--- src/rtl/bus_pkg.sv ---
// Shared definitions for the internal CPU bus: source indices, select width
// and the arbiter state encoding.
package bus_pkg;

    localparam int NUM_SRC = 24;
    localparam int SEL_W   = 5;

    localparam logic [SEL_W-1:0] SRC_R0     = 5'd0;
    localparam logic [SEL_W-1:0] SRC_R1     = 5'd1;
    localparam logic [SEL_W-1:0] SRC_R2     = 5'd2;
    localparam logic [SEL_W-1:0] SRC_R3     = 5'd3;
    localparam logic [SEL_W-1:0] SRC_R4     = 5'd4;
    localparam logic [SEL_W-1:0] SRC_R5     = 5'd5;
    localparam logic [SEL_W-1:0] SRC_R6     = 5'd6;
    localparam logic [SEL_W-1:0] SRC_R7     = 5'd7;
    localparam logic [SEL_W-1:0] SRC_R8     = 5'd8;
    localparam logic [SEL_W-1:0] SRC_R9     = 5'd9;
    localparam logic [SEL_W-1:0] SRC_R10    = 5'd10;
    localparam logic [SEL_W-1:0] SRC_R11    = 5'd11;
    localparam logic [SEL_W-1:0] SRC_R12    = 5'd12;
    localparam logic [SEL_W-1:0] SRC_R13    = 5'd13;
    localparam logic [SEL_W-1:0] SRC_R14    = 5'd14;
    localparam logic [SEL_W-1:0] SRC_R15    = 5'd15;
    localparam logic [SEL_W-1:0] SRC_HI     = 5'd16;
    localparam logic [SEL_W-1:0] SRC_LO     = 5'd17;
    localparam logic [SEL_W-1:0] SRC_ZHI    = 5'd18;
    localparam logic [SEL_W-1:0] SRC_ZLO    = 5'd19;
    localparam logic [SEL_W-1:0] SRC_PC     = 5'd20;
    localparam logic [SEL_W-1:0] SRC_MDR    = 5'd21;
    localparam logic [SEL_W-1:0] SRC_PORTIN = 5'd22;
    localparam logic [SEL_W-1:0] SRC_CSIGN  = 5'd23;

    typedef enum logic [1:0] {
        ST_IDLE  = 2'd0,
        ST_DRIVE = 2'd1,
        ST_LATCH = 2'd2
    } arb_state_e;

    // Decodes a source index into the one-hot mux enable vector.
    function automatic logic [NUM_SRC-1:0] src_onehot(input logic [SEL_W-1:0] sel);
        src_onehot = {{(NUM_SRC-1){1'b0}}, 1'b1} << sel;
    endfunction

endpackage

--- src/rtl/bus_arbiter_rr_picker.sv ---
// Round-robin first-set search starting one above ptr_i, wrapping modulo N.
module rr_picker #(
    parameter int N  = 4,
    parameter int PW = (N > 1) ? $clog2(N) : 1
) (
    input  logic [N-1:0]  req_i,
    input  logic [PW-1:0] ptr_i,
    output logic          found_o,
    output logic [PW-1:0] idx_o
);

    // Scan farthest-first so the nearest set bit after ptr_i wins.
    always_comb begin
        found_o = 1'b0;
        idx_o   = {PW{1'b0}};
        for (int k = N; k >= 1; k--) begin
            found_o = found_o | req_i[(int'(ptr_i) + k) % N];
            idx_o   = req_i[(int'(ptr_i) + k) % N] ? PW'((int'(ptr_i) + k) % N) : idx_o;
        end
    end

endmodule

--- src/rtl/bus_arbiter.sv ---
// Round-robin owner of the 32-bit CPU bus: one DRIVE+LATCH transfer per grant.
// Optional macro BUS_ARB_LOCK_EN lets a locked requester chain transfers.
module bus_arbiter
    import bus_pkg::*;
#(
    parameter int NUM_REQ = 4,
    parameter int NUM_DST = 24,
    parameter int SEL_W   = 5
) (
    input  logic                     clock,
    input  logic                     clear,
    input  logic [NUM_REQ-1:0]       req,
    input  logic [NUM_REQ*SEL_W-1:0] src_sel,
    input  logic [NUM_REQ*SEL_W-1:0] dst_sel,
    input  logic [NUM_REQ-1:0]       lock,
    output logic [NUM_REQ-1:0]       gnt,
    output logic [NUM_REQ-1:0]       ack,
    output logic [NUM_SRC-1:0]       src_oe,
    output logic [NUM_DST-1:0]       dst_ie,
    output logic                     sel_err,
    output logic                     busy
);

    localparam int PW = $clog2(NUM_REQ);

    arb_state_e          state_q, state_d;
    logic [PW-1:0]       rr_ptr_q, rr_ptr_d;
    logic [SEL_W-1:0]    src_q, src_d, dst_q, dst_d;
    logic [NUM_REQ-1:0]  gnt_q, gnt_d, ack_q, ack_d;
    logic [NUM_SRC-1:0]  src_oe_q, src_oe_d;
    logic [NUM_DST-1:0]  dst_ie_q, dst_ie_d;
    logic                sel_err_q, sel_err_d, busy_q, busy_d;

    logic                found_s;
    logic [PW-1:0]       pick_s;
    logic [SEL_W-1:0]    pick_src_s, pick_dst_s, own_src_s, own_dst_s;
    logic                pick_ok_s, own_ok_s;

    rr_picker #(.N(NUM_REQ), .PW(PW)) u_picker (
        .req_i   (req),
        .ptr_i   (rr_ptr_q),
        .found_o (found_s),
        .idx_o   (pick_s)
    );

    assign pick_src_s = src_sel[int'(pick_s) * SEL_W +: SEL_W];
    assign pick_dst_s = dst_sel[int'(pick_s) * SEL_W +: SEL_W];
    assign own_src_s  = src_sel[int'(rr_ptr_q) * SEL_W +: SEL_W];
    assign own_dst_s  = dst_sel[int'(rr_ptr_q) * SEL_W +: SEL_W];
    assign pick_ok_s  = (32'(pick_src_s) < 32'(NUM_SRC)) && (32'(pick_dst_s) < 32'(NUM_DST));
    assign own_ok_s   = (32'(own_src_s) < 32'(NUM_SRC)) && (32'(own_dst_s) < 32'(NUM_DST));

`ifndef BUS_ARB_LOCK_EN
    logic unused_lock_s;
    assign unused_lock_s = ^{lock, own_ok_s};
`endif

    // Next-state and next-output computation; every output is registered.
    always_comb begin
        state_d   = state_q;
        rr_ptr_d  = rr_ptr_q;
        src_d     = src_q;
        dst_d     = dst_q;
        gnt_d     = gnt_q;
        ack_d     = {NUM_REQ{1'b0}};
        src_oe_d  = src_oe_q;
        dst_ie_d  = {NUM_DST{1'b0}};
        sel_err_d = 1'b0;
        case (state_q)
            ST_IDLE: begin
                gnt_d    = {NUM_REQ{1'b0}};
                src_oe_d = {NUM_SRC{1'b0}};
                // The cycle showing a rejection pulse still belongs to that request.
                if (found_s && (ack_q == {NUM_REQ{1'b0}}) && !sel_err_q) begin
                    rr_ptr_d = pick_s;
                    src_d    = pick_src_s;
                    dst_d    = pick_dst_s;
                    gnt_d    = {{(NUM_REQ-1){1'b0}}, 1'b1} << pick_s;
                    if (pick_ok_s) begin
                        state_d  = ST_DRIVE;
                        src_oe_d = src_onehot(pick_src_s);
                    end else begin
                        ack_d     = {{(NUM_REQ-1){1'b0}}, 1'b1} << pick_s;
                        sel_err_d = 1'b1;
                    end
                end else begin
                    state_d = ST_IDLE;
                end
            end
            ST_DRIVE: begin
                state_d  = ST_LATCH;
                dst_ie_d = {{(NUM_DST-1){1'b0}}, 1'b1} << dst_q;
                ack_d    = gnt_q;
            end
            ST_LATCH: begin
`ifdef BUS_ARB_LOCK_EN
                if (lock[rr_ptr_q]) begin
                    src_d = own_src_s;
                    dst_d = own_dst_s;
                    if (own_ok_s) begin
                        state_d  = ST_DRIVE;
                        src_oe_d = src_onehot(own_src_s);
                    end else begin
                        state_d   = ST_IDLE;
                        src_oe_d  = {NUM_SRC{1'b0}};
                        sel_err_d = 1'b1;
                    end
                end else begin
                    state_d  = ST_IDLE;
                    gnt_d    = {NUM_REQ{1'b0}};
                    src_oe_d = {NUM_SRC{1'b0}};
                end
`else
                state_d  = ST_IDLE;
                gnt_d    = {NUM_REQ{1'b0}};
                src_oe_d = {NUM_SRC{1'b0}};
`endif
            end
            default: begin
                state_d  = ST_IDLE;
                gnt_d    = {NUM_REQ{1'b0}};
                src_oe_d = {NUM_SRC{1'b0}};
            end
        endcase
        busy_d = (state_d != ST_IDLE);
    end

    // State and output registers.
    always_ff @(posedge clock or posedge clear) begin
        if (clear) begin
            state_q   <= ST_IDLE;
            rr_ptr_q  <= PW'(NUM_REQ - 1);
            src_q     <= {SEL_W{1'b0}};
            dst_q     <= {SEL_W{1'b0}};
            gnt_q     <= {NUM_REQ{1'b0}};
            ack_q     <= {NUM_REQ{1'b0}};
            src_oe_q  <= {NUM_SRC{1'b0}};
            dst_ie_q  <= {NUM_DST{1'b0}};
            sel_err_q <= 1'b0;
            busy_q    <= 1'b0;
        end else begin
            state_q   <= state_d;
            rr_ptr_q  <= rr_ptr_d;
            src_q     <= src_d;
            dst_q     <= dst_d;
            gnt_q     <= gnt_d;
            ack_q     <= ack_d;
            src_oe_q  <= src_oe_d;
            dst_ie_q  <= dst_ie_d;
            sel_err_q <= sel_err_d;
            busy_q    <= busy_d;
        end
    end

    assign gnt     = gnt_q;
    assign ack     = ack_q;
    assign src_oe  = src_oe_q;
    assign dst_ie  = dst_ie_q;
    assign sel_err = sel_err_q;
    assign busy    = busy_q;

endmodule

--- config.mk ---
export PLATFORM = sky130hd
export DESIGN_NAME = bus_arbiter
export DESIGN_NICKNAME = d
export VERILOG_FILES = /design/src/rtl/bus_pkg.sv /design/src/rtl/bus_arbiter_rr_picker.sv /design/src/rtl/bus_arbiter.sv
export SDC_FILE = /design/constraint.sdc
export NUM_CORES = 1
export LEC_CHECK = 0
export ABC_AREA = 1
export CAP_MARGIN = 20
export CORE_MARGIN = 2
export CORE_UTILIZATION = 50
export DETAILED_ROUTE_END_ITERATION = 8
export PLACE_DENSITY = 0.86
export SETUP_SLACK_MARGIN = 0.5
export SLEW_MARGIN = 20
export SYNTH_ARGS = -nofsm -noshare
export SYNTH_HDL_FRONTEND = slang
export SYNTH_HIERARCHICAL = 1
export SYNTH_SLANG_ARGS = --single-unit
--- constraint.sdc ---
create_clock -name clock -period 4.3 [get_ports clock]
set_input_delay 1.075 -clock clock [delete_from_list [all_inputs] [get_ports clock]]
set_output_delay 1.075 -clock clock [all_outputs]
set_load 0.03 [all_outputs]
==> impl_metrics.csv <==
group,metric,value,unit
run_status,status,"complete, no violations",
power,power.switching,2.015,mW
detailed_routing,wl_per_cell,13.70,µm
cts,cts_tree,"built",
global_routing,grt_pass1_wl,14.44,mm
critical_path,cp.required,4.57,ns
die,num_io_pins,108,
power,power,3.877,mW
placed_design,dpl.cell_count,607,
global_routing,first_global_vias,3180,
cts,numCtsBuffers,9,
cts,clock-root-buffer,"clkbuf_8",
logic_synthesis,avgSynthCellArea,7.550,µm²
logic_synthesis,synth_top_cell_by_area,"dfrtp_1",
detailed_routing,drt-vias-per-instance,5.184,
power,combPwrFrac,60.6,%
cells_and_area,drive_above_1_share,8.410,%
global_routing,grt_max_degree,50,
cts,h-tree-depth,3,
die,die_area,7280,µm²
detailed_routing,drc,0,
sta,maxSlewHeadroom,48.89,%
cts,clk_path_buf_depth,2,
cells_and_area,final_nets,592,
cts,cts_setup_buffers,0,
logic_synthesis,yosys.area.top_type_share,49.19,%
die,die_x,85.33,µm
sta,setup_violations,0,
die,fp-row-count,29,
power,clkPwrFrac,16.5,%
power,peakVddDrop,719.2,µV
logic_synthesis,syn_nets,488,
power,powerDensity,834.4,nW/µm²
sta,setup_ws,0.9044,ns
power,internal_power,1.862,mW
detailed_routing,vias,3235,
die,initial_core_util,51.78,%
placed_design,place_congestion,0.9753,
die,core_area,6386,µm²
critical_path,critical_path_class,"in -> reg",
detailed_routing,drtIter0Drc,197,
sta,drv_slew,0,
critical_path,worstSetupEndpointType,"register",
logic_synthesis,syn_area,3307,µm²
sta,rsz0062_at_grt,"no",
sta,tns,0,ns
critical_path,critPathArrivalTime,3.67,ns
sta,finalCritPeriodShare,78.97,%
sta,period_minus_slack,3.396,ns
global_routing,grt_usage,24.94,%
cts,clock_latency,0.34,ns
cts,cts-resized-gates,0,
sta,fmax,294.5,MHz
logic_synthesis,synth.distinct_cells,25,
die,die_h,85.33,µm
cts,cts_sinks,67,
sta,hold_ws,0.4839,ns
placed_design,port_buffers,103,
min_path,hold_path_class,"reg -> reg",
logic_synthesis,ys_warn_count,6,
logic_synthesis,seq_area_frac_synth,50.78,%
placed_design,hpwl,6.421,mm
cells_and_area,fin_cells,624,
power,power_frac_seq,22.8,%
power,power.leakage,2.360,nW
sta,clock_skew,0.007418,ns
detailed_routing,dr.pass1.iters,5,
logic_synthesis,synth_cells,438,
critical_path,startpoint_type,"primary input",
sta,tightest_slew,0.7658,ns
global_routing,overflow,0,
cts,clkTransAtPathRegs,0.08,ns
critical_path,path_max_fanout,19,
cells_and_area,area_growth,40.52,%
cts,postCtsHoldBufs,0,
cells_and_area,fill_cells,492,
placed_design,dp_slack,0.6171,ns
cells_and_area,diodes,0,
sta,hold_violations,0,
logic_synthesis,synthTopCellsByArea,"dfrtp_1, nand2_1, nand3_1",
global_routing,antenna_found_initial,0,
detailed_routing,drt_wl_total,8.548,mm
power,sw_frac_of_total,51.97,%
detailed_routing,drtAntennaViolNets,0,
job,drv_cap,0,
logic_synthesis,yosys_register_bits,67,
[routing by layer]
layer  vias up  GRT usage (%)  wire (µm)
met2       146          43.32       4452
met5         -              0          0
met1      1482          30.90       3463
li1       1593              -          -
met3        14          5.156        526
met4         0          8.658        106
[critical path: stages]
cell and delay (ns):
clkdlybuf4s50_1 0.46, inv_1 0.05, o21ai_2 0.17, nand2_1 0.10, nand2_1 0.08, inv_1 0.05
nand3_1 0.07, nand2_1 0.20, inv_2 0.32, nand2_1 0.08, nand2_1 0.07, nand2_1 0.07
a21oi_1 0.60, nand3_1 0.18, nand2_1 0.09
[synth_stat cells]
library cell,count
nand2_4,2
o21ai_2,1
clkbuf_1,6
inv_2,2
nor2_2,5
buf_6,2
nand3_1,40
a21oi_1,2
o21ai_0,8
nand2_2,6
nand4_1,13
dfstp_2,2
nor2_1,45
buf_4,4
dfrtp_1,65
inv_8,1
nor4_1,8
nor2_4,1
clkinv_1,4
or2_2,1
nor2_8,1
buf_2,3
nand2_1,194
and2_4,1
inv_1,21
[state kept, by name, summed over array words and instances (netlist names)]
name      cells
sel_err       1
gnt           4
dst_q         5
dst_ie       24
ack           4
rr_ptr_q      2
state_q       2
src_oe       24
busy          1
[power groups by stage]
stage / Clock (mW) / Sequential [mW] / Combinational [mW]
6_report: 0.641 / 0.885 / 2.35
3_3_place_gp: 0 / 0.885 / 2.25
5_1_grt: 0.679 / 0.899 / 2.63
4_1_cts: 0.646 / 0.883 / 2.34
2_1_floorplan: 0 / 0.996 / 1.68
3_5_place_dp: 0 / 0.892 / 2.33
[cells by family (layout without fill, tap and decap cells)]
family | Yosys count | count (layout) | synth area share, %
AND/OR/NAND/NOR | 317 | 317 | 41.32
flip-flops | 67 | 67 | 50.78
buffers and inverters | 43 | 152 | 6.129
AO/OA/AOI/OAI | 11 | 11 | 1.778
[placed cells by master (no fill, tap or decap), drive strengths merged, types with 5 or more instances in the layout]
master	instances
dfrtp	65
clkbuf	10
nor4	8
nand3	40
buf	5
o21ai	9
nand2	202
nand4	13
clkinv	7
clkdlybuf4s50	103
nor2	52
inv	24
[worst paths after layout]
kind | from | endpoint | slack, ns | cells after the start
max in group asynchronous | clear | dst_ie[15]$_DFF_PP0_ | 2.73 | 3
hold reg to reg | src_oe[16]$_DFFE_PP0N_ | src_oe[16]$_DFFE_PP0N_ | 0.48 | 2
min in group asynchronous | clear | dst_ie[6]$_DFF_PP0_ | 1.02 | 2
setup / recovery | req[1] | src_oe[22]$_DFFE_PP0N_ | 0.90 | 15
setup reg to reg | rr_ptr_q[0]$_DFFE_PP1P_ | src_oe[22]$_DFFE_PP0N_ | 1.44 | 16
hold / removal | src_oe[16]$_DFFE_PP0N_ | src_oe[16]$_DFFE_PP0N_ | 0.48 | 2
[area by class of cell]
| type | count | area, µm² | area share, % |
|---|---|---|---|
| clock buffer | 10 | 137.6 | 2.962 |
| clock inverter | 6 | 112.6 | 2.423 |
| inverter | 28 | 112.6 | 2.423 |
| multi-input combinational | 328 | 1428 | 30.72 |
| sequential | 67 | 1679 | 36.13 |
| tap | 77 | 96.34 | 2.073 |
| timing repair buffer | 108 | 1081 | 23.26 |
[per-stage QoR]
step                instance area, µm²  util (%)
detailed placement                4377     68.53
CTS                               4627     72.45
global route                      4647     72.77
global placement                  4377     68.53
floorplan                         3307         -
finish                            4647     72.77
Note: power is estimated with default switching activity, not from simulation.
